===== config.mk =====
export PLATFORM = sky130hd
export DESIGN_NAME = pipeline_hazard_ctrl
export DESIGN_NICKNAME = d
export VERILOG_FILES = /design/src/rtl/pipeline_pkg.sv /design/src/rtl/hazard_perf_counter.sv /design/src/rtl/pipeline_hazard_ctrl.sv
export SDC_FILE = /design/constraint.sdc
export NUM_CORES = 1
export LEC_CHECK = 0
export CORE_MARGIN = 4
export CORE_UTILIZATION = 45
export DETAILED_ROUTE_END_ITERATION = 7
export GPL_TIMING_DRIVEN = 0
export PLACE_DENSITY = 0.89
export SLEW_MARGIN = 20
export SYNTH_ARGS = -nofsm -noshare
export SYNTH_HDL_FRONTEND = slang
export SYNTH_HIERARCHICAL = 1
export SYNTH_SLANG_ARGS = --single-unit

===== constraint.sdc =====
create_clock -name clk_i -period 4.2 [get_ports clk_i]
set_clock_uncertainty 0.05 [all_clocks]
set_input_delay 0.84 -clock clk_i [delete_from_list [all_inputs] [get_ports clk_i]]
set_output_delay 0.84 -clock clk_i [all_outputs]
set_load 0.02 [all_outputs]

===== src/rtl/pipeline_pkg.sv =====
// pipeline_pkg: shared types and constants for the pipeline hazard controller.
package pipeline_pkg;
    typedef enum logic [1:0] {RUN, DRAIN, REDIRECT} HazardState_t;
    typedef struct packed {
        logic stall;
        logic flush;
    } PipeCtrl_t;
    localparam logic [4:0] REG_X0 = 5'd0;
endpackage


===== src/rtl/hazard_perf_counter.sv =====
// hazard_perf_counter: wrapping enable counter with synchronous reset.
module hazard_perf_counter #(
    parameter int CNT_W = 32
) (
    input  logic             clk_i,
    input  logic             rst_i,
    input  logic             en_i,
    output logic [CNT_W-1:0] cnt_o
);
    always_ff @(posedge clk_i) begin
        if (rst_i) cnt_o <= '0;
        else if (en_i) cnt_o <= cnt_o + 1'b1;
    end
endmodule


===== src/rtl/pipeline_hazard_ctrl.sv =====
// pipeline_hazard_ctrl: fixed-priority stall/flush controller for the five-stage pipeline.
module pipeline_hazard_ctrl
    import pipeline_pkg::*;
#(
    parameter int XLEN             = 64,
    parameter int REDIRECT_BUBBLES = 1,
    parameter int CNT_W            = 32
) (
    input  logic             clk_i,
    input  logic             rst_i,
    input  logic [4:0]       id_rs1_i,
    input  logic [4:0]       id_rs2_i,
    input  logic             id_use_rs1_i,
    input  logic             id_use_rs2_i,
    input  logic             id_serialize_i,
    input  logic             id_valid_i,
    input  logic             ex_valid_i,
    input  logic             mem_valid_i,
    input  logic             wb_valid_i,
    input  logic             ex_is_load_i,
    input  logic [4:0]       ex_rd_i,
    input  logic             ex_redirect_i,
    input  logic [XLEN-1:0]  ex_target_i,
    input  logic             imem_busy_i,
    input  logic             dmem_busy_i,
    output logic             pc_stall_o,
    output logic             redirect_valid_o,
    output logic [XLEN-1:0]  redirect_pc_o,
    output logic             ifid_stall_o,
    output logic             ifid_flush_o,
    output logic             idex_stall_o,
    output logic             idex_flush_o,
    output logic             exmem_stall_o,
    output logic             exmem_flush_o,
    output logic             memwb_stall_o,
    output logic             memwb_flush_o,
    output logic [CNT_W-1:0] stall_cnt_o,
    output logic [CNT_W-1:0] flush_cnt_o
);
    HazardState_t state, state_n;
    logic [2:0] bub, bub_n;
    logic [XLEN-1:0] pc_shadow;
    PipeCtrl_t ifid, idex, exmem, memwb;
    logic down_valid, ser_haz, load_use;

    assign down_valid = ex_valid_i | mem_valid_i | wb_valid_i;
    assign ser_haz = id_valid_i & id_serialize_i & down_valid;
    assign load_use = ex_valid_i & ex_is_load_i & (ex_rd_i != REG_X0) &
                      ((id_use_rs1_i & (id_rs1_i == ex_rd_i)) | (id_use_rs2_i & (id_rs2_i == ex_rd_i)));

    always_comb begin
        ifid = '0;
        idex = '0;
        exmem = '0;
        memwb = '0;
        pc_stall_o = 1'b0;
        redirect_valid_o = 1'b0;
        state_n = state;
        bub_n = bub;
        if (rst_i) begin
            ifid.flush = 1'b1;
            idex.flush = 1'b1;
            exmem.flush = 1'b1;
            memwb.flush = 1'b1;
            state_n = RUN;
            bub_n = '0;
        end else if (dmem_busy_i) begin
            // Whole pipe frozen; a pending redirect re-presents from the held EX stage.
            pc_stall_o = 1'b1;
            ifid.stall = 1'b1;
            idex.stall = 1'b1;
            exmem.stall = 1'b1;
            memwb.flush = 1'b1;
        end else if (ex_redirect_i) begin
            redirect_valid_o = 1'b1;
            ifid.flush = 1'b1;
            idex.flush = 1'b1;
            state_n = REDIRECT;
            bub_n = 3'(REDIRECT_BUBBLES);
        end else if (state == REDIRECT) begin
            ifid.flush = 1'b1;
            bub_n = bub - 1'b1;
            state_n = (bub == 3'd1) ? RUN : REDIRECT;
        end else if (ser_haz || (state == DRAIN && down_valid)) begin
            pc_stall_o = 1'b1;
            ifid.stall = 1'b1;
            idex.flush = 1'b1;
            state_n = DRAIN;
        end else begin
            state_n = RUN;
            if (load_use) begin
                pc_stall_o = 1'b1;
                ifid.stall = 1'b1;
                idex.flush = 1'b1;
            end else if (imem_busy_i) begin
                pc_stall_o = 1'b1;
                ifid.flush = 1'b1;
            end
        end
    end

    always_ff @(posedge clk_i) begin
        if (rst_i) begin
            state <= RUN;
            bub <= '0;
            pc_shadow <= '0;
        end else begin
            state <= state_n;
            bub <= bub_n;
            if (redirect_valid_o) pc_shadow <= ex_target_i;
        end
    end

    assign redirect_pc_o = redirect_valid_o ? ex_target_i : pc_shadow;
    assign ifid_stall_o = ifid.stall;
    assign ifid_flush_o = ifid.flush;
    assign idex_stall_o = idex.stall;
    assign idex_flush_o = idex.flush;
    assign exmem_stall_o = exmem.stall;
    assign exmem_flush_o = exmem.flush;
    assign memwb_stall_o = memwb.stall;
    assign memwb_flush_o = memwb.flush;

    hazard_perf_counter #(.CNT_W(CNT_W)) u_stall_cnt (
        .clk_i(clk_i), .rst_i(rst_i), .en_i(pc_stall_o), .cnt_o(stall_cnt_o)
    );
    hazard_perf_counter #(.CNT_W(CNT_W)) u_flush_cnt (
        .clk_i(clk_i), .rst_i(rst_i), .en_i(ifid_flush_o), .cnt_o(flush_cnt_o)
    );
endmodule


==> results.json <==
{
  "yosysSeqAreaShare_pct": 41.6,
  "timing.max_cap.violations": 0,
  "num_io_pins": 230,
  "num-fill-cells": 1017,
  "drive_above_1_share_pct": 16.7,
  "crit_path_start_kind": "input port",
  "critical_path_endpoint_category": "output port",
  "final_common_cell": "sky130_fd_sc_hd__clkdlybuf4s50_1",
  "drt_pass1_iterations": 4,
  "grt_overflow_total": 0,
  "type_of_the_worst_setup_path": "in -> out",
  "clockRootBuffer": "sky130_fd_sc_hd__clkbuf_16",
  "grt_max_degree": 23,
  "dp_hpwl_um": 13200,
  "cts.path.max_buffers": 2,
  "synthFlopType": "sky130_fd_sc_hd__dfxtp_1",
  "syn_inst": 640,
  "finish.instance_area_um2": 9570,
  "highest_count_cells_in_the_layout_ignoring_fill_and_taps": "sky130_fd_sc_hd__clkdlybuf4s50_1 (226), sky130_fd_sc_hd__dfxtp_1 (133), sky130_fd_sc_hd__and2_1 (62)",
  "hold_path_end": "bub[1]",
  "register_to_register_setup_slack_ns": 0.96,
  "die_area_um2": 16200,
  "route.antenna.remaining_nets": 0,
  "post_drt_wl_per_cell_um": 16.9,
  "min_delay_worst_type": "reg -> reg",
  "rr_worst_depth": 10,
  "hold_viol": 0,
  "clk_pin_slew_ns": 0.06,
  "cts.sinks": 133,
  "slew_headroom_pct": 64.9,
  "number_of_resized_instances_in_the_post_cts_repair_step": 3,
  "r2r-end": "u_stall_cnt/cnt_o[31]",
  "syn_nets": 736,
  "track_usage_pct": 22.3,
  "postCtsSetupRepairBufs": 0,
  "die_width_um": 127,
  "clock_tree_from_tritoncts": "built",
  "vias": 5578,
  "area_growth_syn_to_layout_pct": 49.4,
  "clock_latency_late_sink_ns": 0.41,
  "critical_path.max_fanout": 4,
  "report.power.total_mw": 3.41,
  "gpl.final_weighted_congestion": 0.806,
  "number_of_antenna_violations_at_the_first_check_in_global_routing": 2,
  "slew_violations": 0,
  "worstMarginPinSlew_ns": 0.526,
  "final.hold.worst_slack_ns": 0.413,
  "route.detailed.drc": 0,
  "yosysUniqueCellTypes": 54,
  "seqCellArea_um2": 2660,
  "routed_wl_um": 18200,
  "synth_edf_count": 0,
  "drt-vias-per-instance": 5.16,
  "finalSetupViolCount": 0,
  "required_ns": 3.31,
  "hold_fix_buffers_cts": 0,
  "max_clock_freq_mhz": 249,
  "postSynthRegisterBits": 133,
  "min_path_cells": 2,
  "power.density_nw_per_um2": 356,
  "status": "complete, no violations",
  "ir_worst_vdd_mv": 0.263,
  "worst_r2r_startpoint": "state[1]",
  "synthesis.area_um2": 6400,
  "hp-start": "bub[1]",
  "cts_htree_levels": 4,
  "grt_pass1_wl_um": 28800,
  "ys_async_sr_fraction_pct": 0,
  "p_leak_nw": 3.65,
  "grt_setup_unrepaired": "no",
  "clock_buffer_count_from_cts": 17,
  "core_region_area_um2": 13900,
  "drt-initial-drc-count": 199,
  "site_row_count": 43,
  "post_synth.cell_area_avg_um2": 10.0,
  "synth.top_cell.area_share_pct": 41.6,
  "initial_core_util_pct": 46.1,
  "post-synth-top-area-cell": "sky130_fd_sc_hd__dfxtp_1",
  "place_ws_ns": -0.668,
  "die_h_um": 127,
  "final_net_count": 982,
  "numPortBuffers": 227,
  "synth.top_cells.by_area": "sky130_fd_sc_hd__dfxtp_1 (42%), sky130_fd_sc_hd__mux2_4 (11%), sky130_fd_sc_hd__and2_1 (6.1%)",
  "final.setup.worst_slack_ns": 0.177,
  "place_area_um2": 8900,
  "worst_ep_arrival_time_ns": 3.13,
  "layout_min_cycle_time_ns": 4.02,
  "yosysWarnings": 6,
  "grt_pass1_vias": 5520,
  "area_taken_by_multi_input_logic_gates_um2": 3420,
  "final_min_period_over_clock_period_pct": 95.8
}
[cells in the mapped netlist (5+ instances only)]
| master | number |
|---|---|
| sky130_fd_sc_hd__nor3_1 | 23 |
| sky130_fd_sc_hd__xnor2_1 | 10 |
| sky130_fd_sc_hd__nand2_1 | 23 |
| sky130_fd_sc_hd__dfxtp_1 | 133 |
| sky130_fd_sc_hd__a21oi_1 | 20 |
| sky130_fd_sc_hd__inv_1 | 11 |
| sky130_fd_sc_hd__buf_12 | 5 |
| sky130_fd_sc_hd__mux2_4 | 49 |
| sky130_fd_sc_hd__and2_1 | 62 |
| sky130_fd_sc_hd__nor2_1 | 57 |
| sky130_fd_sc_hd__xor2_1 | 26 |
| sky130_fd_sc_hd__buf_2 | 6 |
| sky130_fd_sc_hd__nand4_1 | 21 |
| sky130_fd_sc_hd__nand3_1 | 19 |
| sky130_fd_sc_hd__nor2b_1 | 21 |
| sky130_fd_sc_hd__or3_1 | 10 |
| sky130_fd_sc_hd__and4_1 | 6 |
| sky130_fd_sc_hd__nor4_1 | 6 |
| sky130_fd_sc_hd__clkbuf_1 | 21 |
| sky130_fd_sc_hd__o31ai_1 | 6 |
| sky130_fd_sc_hd__or4_1 | 6 |
| sky130_fd_sc_hd__mux2_2 | 33 |
| sky130_fd_sc_hd__o21ai_0 | 11 |
[area by class of cell]
cell class,instances,area share [%]
multi-input combinational,457,35.8
timing repair buffer,227,23.8
antenna,1,0.0262
sequential,133,27.8
tap,180,2.35
inverter,12,0.471
clock inverter,14,2.34
clock buffer,18,4.59
buffer,38,2.81
[registers in the layout, indices dropped and copies added, names as in the netlist]
signal / count
pc_shadow: 64
u_stall_cnt/cnt_o: 32
state: 2
u_flush_cnt/cnt_o: 32
bub: 3
[how the worst max path moves through the flow]
stage                     start               endpoint  slack (ns)
floorplan            ex_rd_i[0]  u_flush_cnt/cnt_o[27]        0.68
global placement          rst_i  u_stall_cnt/cnt_o[31]       -0.59
detailed placement        rst_i  u_stall_cnt/cnt_o[31]       -0.67
CTS                  ex_rd_i[0]             pc_stall_o        0.16
global route        dmem_busy_i  u_stall_cnt/cnt_o[31]        0.06
finish               ex_rd_i[0]             pc_stall_o        0.18
[stage by stage]
stage	TNS (ns)	std cells	utilization, %
3_3_place_gp	-24.16	1047	64.1
6_report	0	1080	68.9
5_1_grt	0	1080	68.9
4_1_cts	0	1079	68.9
3_5_place_dp	-25.26	1047	64.1
2_1_floorplan	0	640	-
[critical path, stage by stage]
cell                              delay (ns)
sky130_fd_sc_hd__clkdlybuf4s50_1        0.47
sky130_fd_sc_hd__or3_1                  0.39
sky130_fd_sc_hd__o311a_1                0.35
sky130_fd_sc_hd__o311ai_0               0.35
sky130_fd_sc_hd__a21oi_1                0.13
sky130_fd_sc_hd__clkdlybuf4s50_1        0.59
[layer usage]
layer | global-route usage, % | routed length [µm] | part of all wire [%] | vias up
met2 | 38.2 | 8870 | 49 | 213
met4 | 8.83 | 500 | 2.7 | 2
met3 | 7.90 | 1370 | 7.5 | 37
met5 | 0 | 7 | 0.038 | -
met1 | 25.4 | 7470 | 41 | 2609
li1 | - | - | - | 2717
[cells by family after synthesis]
| logic type | Yosys count | share of synthesized area [%] |
|---|---|---|
| other cells | 1 | 0.0586 |
| compound gates | 48 | 4.50 |
| fa+ha+maj | 4 | 0.782 |
| xor+xnor | 36 | 4.93 |
| flops | 133 | 41.6 |
| mux | 88 | 18.3 |
| buf+inv | 50 | 4.91 |
| simple gates | 280 | 24.9 |
[power by group]
| group | switching [mW] | total [mW] | leakage (nW) | internal [mW] |
|---|---|---|---|---|
| clock network | 0.587 | 1.66 | 0.321 | 1.08 |
| registers | 0.0139 | 1.30 | 1.08 | 1.29 |
| logic | 0.194 | 0.438 | 2.26 | 0.244 |
| total | 0.795 | 3.41 | 3.65 | 2.61 |
(Power assumes the default switching activity.)
